**config.mk**
```make
export PLATFORM = sky130hd
export DESIGN_NAME = fp_adder
export DESIGN_NICKNAME = d
export VERILOG_FILES = /design/src/rtl/fp16_pkg.sv /design/src/rtl/fp_adder_lzc.sv /design/src/rtl/fp_adder.sv
export SDC_FILE = /design/constraint.sdc
export NUM_CORES = 1
export LEC_CHECK = 0
export BUFFER_PORTS_ARGS = -buffer_cell sky130_fd_sc_hd__clkbuf_2
export CORE_UTILIZATION = 50
export CTS_CLUSTER_SIZE = 12
export DETAILED_ROUTE_END_ITERATION = 10
export GPL_TIMING_DRIVEN = 0
export HOLD_SLACK_MARGIN = 0.02
export PLACE_DENSITY = 0.73
export SLEW_MARGIN = 30
export SYNTH_ARGS = -nofsm -noshare
export SYNTH_HDL_FRONTEND = slang
export SYNTH_SLANG_ARGS = --single-unit
```
**constraint.sdc**
```tcl
create_clock -name clk -period 0.8 [get_ports clk]
set_clock_uncertainty 0.2 [all_clocks]
set_input_delay 0.16 -clock clk [delete_from_list [all_inputs] [get_ports clk]]
set_output_delay 0.16 -clock clk [all_outputs]
set_load 0.02 [all_outputs]
```
**src/rtl/fp16_pkg.sv**
```systemverilog
// fp16_pkg: shared IEEE 754 binary16 definitions.
// Provides field widths, exponent constants, special encodings and a packed
// {sign, exp, frac} view of a half-precision word.
package fp16_pkg;

  localparam int unsigned EXP_W    = 5;
  localparam int unsigned FRAC_W   = 10;
  localparam int unsigned EXP_BIAS = 15;
  localparam int unsigned EXP_MAX  = 31;

  localparam logic [15:0] QNAN    = 16'h7E00;
  localparam logic [15:0] POS_INF = 16'h7C00;
  localparam logic [15:0] NEG_INF = 16'hFC00;

  typedef struct packed {
    logic              sign;
    logic [EXP_W-1:0]  exp;
    logic [FRAC_W-1:0] frac;
  } fp16_t;

endpackage

```
**src/rtl/fp_adder_lzc.sv**
```systemverilog
// fp_adder_lzc: 14-bit leading-zero counter for post-subtraction normalization.
//   value  in   14  word to scan, bit 13 is the most significant
//   count  out   4  number of leading zeros, 14 when value is all zero
module fp_adder_lzc (
  input  logic [13:0] value,
  output logic [3:0]  count
);

  // Ascending scan: the highest set bit is visited last and wins.
  always_comb begin
    count = 4'd14;
    for (int unsigned i = 0; i < 14; i++) begin
      if (value[i]) count = 4'(13 - i);
    end
  end

endmodule

```
**src/rtl/fp_adder.sv**
```systemverilog
// fp_adder: binary16 adder/subtractor, round-to-nearest-even, registered result.
//   clk    in    1  rising-edge clock
//   rst_n  in    1  asynchronous active-low reset, clears s to 0
//   a      in   16  operand A (binary16)
//   b      in   16  operand B (binary16)
//   sub    in    1  1 computes a - b, 0 computes a + b
//   s      out  16  result, one cycle after the operands
module fp_adder
  import fp16_pkg::*;
(
  input  logic        clk,
  input  logic        rst_n,
  input  logic [15:0] a,
  input  logic [15:0] b,
  input  logic        sub,
  output logic [15:0] s
);

  fp16_t       op_a, op_b, lg, sm;
  logic [4:0]  e_lg, e_sm, diff;
  logic [3:0]  shamt;
  logic [10:0] sig_lg, sig_sm;
  logic [26:0] wide;
  logic        sticky_sm, eff_sub;
  logic [13:0] lg_ext, sm_ext;
  logic [14:0] sum;
  logic [3:0]  lz;

  logic [15:0] s_d, s_q;

  // Unpack, order by magnitude, align and add.
  always_comb begin
    op_a = a;
    op_b = {b[15] ^ sub, b[14:0]};
    // For finite values the 15-bit magnitude field orders like the value.
    if (op_b[14:0] > op_a[14:0]) begin
      lg = op_b;
      sm = op_a;
    end else begin
      lg = op_a;
      sm = op_b;
    end
    e_lg   = (lg.exp == '0) ? 5'd1 : lg.exp;
    e_sm   = (sm.exp == '0) ? 5'd1 : sm.exp;
    sig_lg = {lg.exp != '0, lg.frac};
    sig_sm = {sm.exp != '0, sm.frac};
    diff   = e_lg - e_sm;
    // Any shift of 14 or more leaves only sticky; 15 keeps the wide window lossless.
    shamt  = (diff > 5'd15) ? 4'd15 : diff[3:0];
    wide   = {sig_sm, 16'b0} >> shamt;
    sticky_sm = |wide[13:0];
    sm_ext    = {wide[26:14], sticky_sm};
    lg_ext    = {sig_lg, 3'b000};
    eff_sub   = lg.sign ^ sm.sign;
    sum = eff_sub ? ({1'b0, lg_ext} - {1'b0, sm_ext})
                  : ({1'b0, lg_ext} + {1'b0, sm_ext});
  end

  fp_adder_lzc u_lzc (
    .value (sum[13:0]),
    .count (lz)
  );

  logic [4:0]  limit, sh;
  logic [13:0] norm;
  logic [5:0]  exp6, exp_field;
  logic [10:0] mant;
  logic        rnd_g, rnd_r, rnd_s, round_up;
  logic [15:0] packed_r;
  logic        a_nan, b_nan, a_inf, b_inf;

  // Normalize, round, pack and resolve special operands.
  always_comb begin
    limit = e_lg - 5'd1;
    sh    = '0;
    if (sum[14]) begin
      norm = {sum[14:2], sum[1] | sum[0]};
      exp6 = {1'b0, e_lg} + 6'd1;
    end else begin
      sh   = ({1'b0, lz} > limit) ? limit : {1'b0, lz};
      norm = sum[13:0] << sh;
      exp6 = {1'b0, e_lg} - {1'b0, sh};
    end
    exp_field = norm[13] ? exp6 : '0;
    mant      = norm[13:3];
    rnd_g     = norm[2];
    rnd_r     = norm[1];
    // A one-bit left shift can push the sticky position out; the small
    // operand's shifted-off bits still count toward rounding.
    rnd_s     = norm[0] | sticky_sm;
    round_up  = rnd_g & (rnd_r | rnd_s | mant[0]);
    // Mantissa carry ripples into the exponent, covering subnormal-to-normal.
    packed_r  = {exp_field, mant[9:0]} + {15'b0, round_up};

    a_nan = (op_a.exp == 5'(EXP_MAX)) && (op_a.frac != '0);
    b_nan = (op_b.exp == 5'(EXP_MAX)) && (op_b.frac != '0);
    a_inf = (op_a.exp == 5'(EXP_MAX)) && (op_a.frac == '0);
    b_inf = (op_b.exp == 5'(EXP_MAX)) && (op_b.frac == '0);

    if (a_nan || b_nan) begin
      s_d = QNAN;
    end else if (a_inf && b_inf) begin
      s_d = (op_a.sign != op_b.sign) ? QNAN : op_a;
    end else if (a_inf) begin
      s_d = op_a;
    end else if (b_inf) begin
      s_d = op_b;
    end else if (sum == '0) begin
      s_d = eff_sub ? 16'h0000 : {lg.sign, 15'b0};
    end else if (packed_r[15:10] >= 6'(EXP_MAX)) begin
      s_d = lg.sign ? NEG_INF : POS_INF;
    end else begin
      s_d = {lg.sign, packed_r[14:0]};
    end
  end

  always_ff @(posedge clk or negedge rst_n) begin
    if (!rst_n) s_q <= '0;
    else        s_q <= s_d;
  end

  assign s = s_q;

endmodule

```
# Word-level counts from Yosys, hierarchy flattened
# Cells that the tools add are included.
word_totals:
  regBits: 16
  input_bits: 35
  out_inout_bits: 16
  word_cells: 73
classes:
  add_sub_neg: 7
  n_lt_le_gt_ge: 4
  n_eq_ne: 3
  shifts: 2
  mux: 33
  n_bitwise: 7
  n_reduce_logical: 16
ops:
  columns: ["cell", "count"]
  rows:
  - ["16-bit two-way mux", 11]
  - ["4-bit two-way mux", 9]
  - ["27-bit by 4-bit right shift with 27-bit output", 1]
  - ["10-bit logical NOT", 2]
  - ["10-bit nonzero test", 2]
  - ["16-bit by 1-bit adder with 16-bit output", 1]
  - ["14-bit by 14-bit adder with 15-bit output", 1]
  - ["15-bit greater-than comparator", 1]
  - ["15-bit logical NOT", 1]
  - ["15-bit two-way mux", 1]
  - ["5-bit two-way mux", 3]
  - ["14-bit by 14-bit subtractor with 15-bit output", 1]
  - ["14-bit two-way mux", 1]
  - ["14-bit OR reduction", 1]
  - ["14-bit by 5-bit << shifter with 14-bit output", 1]
  - ["3-bit two-way mux", 4]
  - ["6-bit two-way mux", 2]
  - ["5-bit equality test (second input constant)", 2]
  - ["5-bit logical NOT", 2]
  - ["5-bit nonzero test", 2]
  - ["5-bit by 1-bit adder with 6-bit output (second input constant)", 1]
  - ["6-bit by 5-bit greater-or-equal comparator with 1-bit output (second input constant)", 1]
  - ["5-bit by 5-bit subtractor with 6-bit output", 1]
  - ["4-bit by 5-bit greater-than comparator with 1-bit output", 1]
  - ["other kinds (10)", 19]

# Logic depth before layout (Yosys ltp)
logic_depth:
  depth_word: 41
  depth_mapped: 69
  mapped_depth_nobuf: 63

# Cells and area by module
# Synthesis repeated with hierarchy kept, for this count alone.
hier_totals:
  cells_unflattened: 1005
  area_unflattened_um2: 6782.8
modules_own_cells:
  columns: ["module", "instances", "cells_per_inst", "area_per_inst_um2", "seq_area_each_um2"]
  rows:
  - ["fp_adder", 1, 980, 6636.4, 400.4]
  - ["fp_adder_lzc", 1, 25, 146.4, 0.0]

# Worst setup path before layout
# Ideal clock, no wire load.
synth_timing:
  path_kind: "input port to flip-flop"
  start: "input port a[12]"
  end: "register s_q[9] (netlist: s[9])"
  setup_ns: 0.076
  arrival_time_ns: 13.540
  t_required_ns: 0.524
  setup_slack_ns: -13.017
  cell_stages: 62
  n_path_buf: 4
  cell_sequence: "inv_1 -> ha_1 -> a211o_1 -> o211a_2 -> nor3_1 -> a21oi_2 -> clkbuf_1 -> mux2i_1 -> inv_1 -> or3_1 -> o211ai_1 -> inv_1 -> ha_1 -> fa_1 -> nand2b_1 -> a21oi_2 -> mux2i_2 -> buf_2 -> (+26 left out) -> o21a_1 -> nand3_1 -> o21ai_4 -> inv_2 -> buf_2 -> ha_1 -> nand2_1 -> inv_1 -> ha_1 -> a21o_1 -> a21oi_1 -> xnor2_1 -> nand4b_1 -> nor4_1 -> xnor2_1 -> nor2_1 -> or4b_1 -> o21ai_1"
synth_via:
  elab_chain_cells: 41
  elab_cells_between_ends: 60
  classes_between: "7 x add/sub; 4 x order compare; 1 x eq/ne; 2 x shift; 30 x mux; 6 x bitwise; 10 x reduce/logical"
synth_lines:
  columns: ["item", "line_no", "rtl"]
  rows:
  - ["from (decl)", "fp_adder.sv:13", "input logic [15:0] a,"]
  - ["15-bit greater-than comparator", "fp_adder.sv:36", "if (op_b[14:0] > op_a[14:0]) begin"]
  - ["16-bit two-way mux", "fp_adder.sv:36", null]
  - ["5-bit logical NOT (on tied branches)", "fp_adder.sv:43, fp_adder.sv:44", null]
  - ["5-bit two-way mux (on tied branches)", "fp_adder.sv:43, fp_adder.sv:44", null]
  - ["5-bit subtractor", "fp_adder.sv:47", "diff = e_lg - e_sm;"]
  - ["5-bit by 4-bit greater-than comparator with 1-bit output", "fp_adder.sv:49", "shamt = (diff > 5'd15) ? 4'd15 : diff[3:0];"]
  - ["4-bit two-way mux", "fp_adder.sv:49", null]
  - ["27-bit by 4-bit right shift with 27-bit output", "fp_adder.sv:50", "wide = {sig_sm, 16'b0} >> shamt;"]
  - ["(+26 left out)", null, null]
  - ["6-bit by 5-bit greater-or-equal comparator with 1-bit output", "fp_adder.sv:110", "end else if (packed_r[15:10] >= 6'(EXP_MAX)) begin"]
  - ["16-bit two-way mux", "fp_adder.sv:110", null]
  - ["16-bit two-way mux", "fp_adder.sv:108", "end else if (sum == '0) begin"]
  - ["16-bit two-way mux", "fp_adder.sv:106", "end else if (b_inf) begin"]
  - ["16-bit two-way mux", "fp_adder.sv:104", "end else if (a_inf) begin"]
  - ["16-bit two-way mux", "fp_adder.sv:102", "end else if (a_inf && b_inf) begin"]
  - ["16-bit two-way mux (*)", "fp_adder.sv:100", "if (a_nan || b_nan) begin"]
  - ["named net s_d[9]", "fp_adder.sv:29", "logic [15:0] s_d, s_q;"]
  - ["to (signal assigned)", "fp_adder.sv:118", "if (!rst_n) s_q <= '0;"]
  - ["to (signal assigned)", "fp_adder.sv:119", "else s_q <= s_d;"]
  - ["to (decl)", "fp_adder.sv:29", null]
# The timed path passes the listed nets; every way through them passes the cells marked *.

# Worst setup path after layout
layout_timing:
  start: "input port a[14]"
  end: "register s_q[6] (netlist: s[6])"
# Same word-level chain as after synthesis.

==> results.md <==
* Area of the core at ~13000 µm²
* FF+latch count, synth at 16
* CTS root buffer: clkbuf_16
* Synth Warn # at 0
* Status: complete, but fails checks
* Dpl hpwl at around 18 mm
* Crit-path slowest cell: mux2i_1
* Setup Crit Path Kind: primary input to register
* N_diodes at 0
* Post-route ant nets at 0
* Share of cells above drive strength 1 at between 40% and 50%
* Reg area at ~400 µm²
* Setup WS pre-CTS at -13310 ps
* Ys async rst share at 100%
* Post-Syn Instances at between 900 and 1000
* Clock sinks at 16
* Fill cell count at approximately 860
* CTS buffer count at 3
* Number of global-route vias before repair at ~8100
* MaxCap Viol Count at 0
* Longest Clk Path Bufs at 2
* Buf/Inv on CP at 18
* EDFF count, synth at 0
* Unrepaired setup endpoints after global routing: yes
* Fmax at approximately 82 MHz
* I/O pin count at 51
* Final nets at around 1200
* Placer Congestion at about 1
* Port Buffers at 50
* Htree depth at 1
* Post-Syn Area at about 6500 µm²
* Number of flip-flops in the largest register at 16
* Initial core utilization at between 50% and 60%
* Worst setup margin at -11390 ps
* Die footprint at between 10000 and 15000 µm²
* Avg Synthesized Cell Area at roughly 7 µm²
* WP depth at 65
* Post-route cell area at approximately 9700 µm²
* # setup viols final at 32
* CTS clk-pin slew, worst paths at 50 ps
* Required @ worst endpoint at approximately 730 ps
* Die Wd at 116 µm
* Fin crit period at roughly 12000 ps
* Seq/Total Area, Yosys at about 6.2%
* Vias at 9015
* Slew @ Worst Pin at slightly above 1000 ps
* CP Launch Type: primary input
* Most common cell after layout, fill and taps aside: buf_4
* Hold Violations, Final at 16
* Drt pass-1 iters at 8
* GRT Util Overall at a little under two fifths
* Kind of end point of the critical path: register
* Hold Worst Slack at -374 ps
* Total grt overflow at 0
* 1st-iter DRT viols at approximately 1100
* CTS tree: built
* Most frequent cells in the layout: buf_4 (139), nand2_1 (83), nor2_1 (63)
* Initial antenna violation count at 0
* Slew Limit Fails at 0
* Crit-path max FO at 10
* First-pass GRT wire length at roughly 40 mm
* Cell family with most CP delay: compound AO/OA/AOI/OAI gates
* Drc violations at 0
* CP arrival at 12120 ps
* Drt total wl at 28.2 mm
* Worst slew margin at 31.1%
* Die Ht at approximately 120 µm
* Total instance count after detailed placement at 1143
* Failing checks: hold timing, setup timing
* Synth unique cells at 101
* Mapped Nets at around 1000
* DR vias/cell at 6.99
* Hold WC Path Type: primary input to asynchronous set/reset pin
* Largest net degree at the start of global routing at 17
* Multi-input gate area at 6910 µm²
* Top FF cell, synth: dfrtp_1
* Wire per inst at approximately 22 µm
* # rows at slightly above 40
* Synth-to-layout area growth at 51.0%
* Non-Filler Instances at ~1300
* Placed cell areas at roughly 7500 µm²
* Tcrit/Tclk final at 1520%
* Max incr delay on CP at between 400 and 500 ps
worst max-delay path by stage:
stage	start	end	slack (ps)
after global routing	a[14]	s[1]$_DFF_PN0_	-11810
after detailed placement	a[14]	s[9]$_DFF_PN0_	-13310
after global placement	a[14]	s[9]$_DFF_PN0_	-13320
after floorplan	a[14]	s[9]$_DFF_PN0_	-11240
after CTS	a[13]	s[9]$_DFF_PN0_	-10770
final	a[14]	s[6]$_DFF_PN0_	-11390
kinds of logic (layout without fill, tap and decap cells):
kind of cell	after synthesis	in the layout	synth area share [%]
flip-flops	16	16	6.20
multiplexers	42	42	6.73
AND/OR/NAND/NOR	354	354	28.6
buffers and inverters	96	293	5.91
adder cells (fa/ha/maj)	59	59	11.8
XOR/XNOR	38	38	5.39
AO/OA/AOI/OAI	316	316	35.4
cell usage after synthesis, drive strengths merged, types with 5 or more instances:
cell type  count  share of area [%]
a211oi        30                3.6
and2           6               0.58
and3          13                1.3
o211ai        19                2.2
nor3          37                2.9
nand2         87                5.1
a32oi          5               0.68
nand4         18                2.1
or2            8               0.78
o21a          10                1.2
nor4          15                2.4
nand3         43                3.3
nand2b         5               0.48
mux2           5               0.93
ha            56                 11
o31ai          7               0.89
mux2i         37                5.8
nor2          85                5.0
a21o           9                1.0
xnor2         22                3.0
inv           58                3.4
dfrtp         16                6.2
a21oi         75                6.1
a31oi         11                1.5
o21bai        13                1.5
or3           12                1.3
o21ai         60                4.9
buf           11               0.97
clkbuf        26                1.5
xor2          16                2.4
nor2b          7               0.68
a2111oi        8                1.1
o311ai         9                1.5
stage by stage:
| stage | TNS, ps | hold slack [ps] | util, % |
|---|---|---|---|
| floorplan | -172850 | -336 | - |
| finish | -182600 | -374 | 77.2 |
| global placement | -206690 | -113 | 59.2 |
| detailed placement | -206910 | -112 | 59.3 |
| global route | -190420 | -345 | 77.2 |
| CTS | -173470 | -367 | 71.6 |
what timing repair did:
item / CTS / global route
gates resized for setup: 139 / 137
hold endpoints to repair: 16 / 16
gates cloned: 1 / 0
setup buffers: 115 / 33
setup endpoints to repair: 32 / 32
pin swaps: 87 / 51
layer usage:
layer | up-vias | GRT usage [%] | share of wire (%) | wire length (µm)
met5 | - | 0 | 0 | 0
met4 | 0 | 20.0 | 7.2 | 2020
met3 | 218 | 3.29 | 10 | 2860
met2 | 707 | 64.2 | 47 | 13100
met1 | 4176 | 46.0 | 36 | 10200
li1 | 3914 | - | - | -
cell type report:
class | count | share of cell area [%]
Multi-Input combinational cell | 809 | 70.9
Timing Repair Buffer | 197 | 16.6
Sequential cell | 16 | 4.11
Inverter | 59 | 2.66
Buffer | 33 | 2.63
Tap cell | 172 | 2.21
Clock buffer | 4 | 0.912
Power is left out: the tool's default activity adds up to more than one toggle a clock period on the data nets, which glitch-free logic cannot reach.
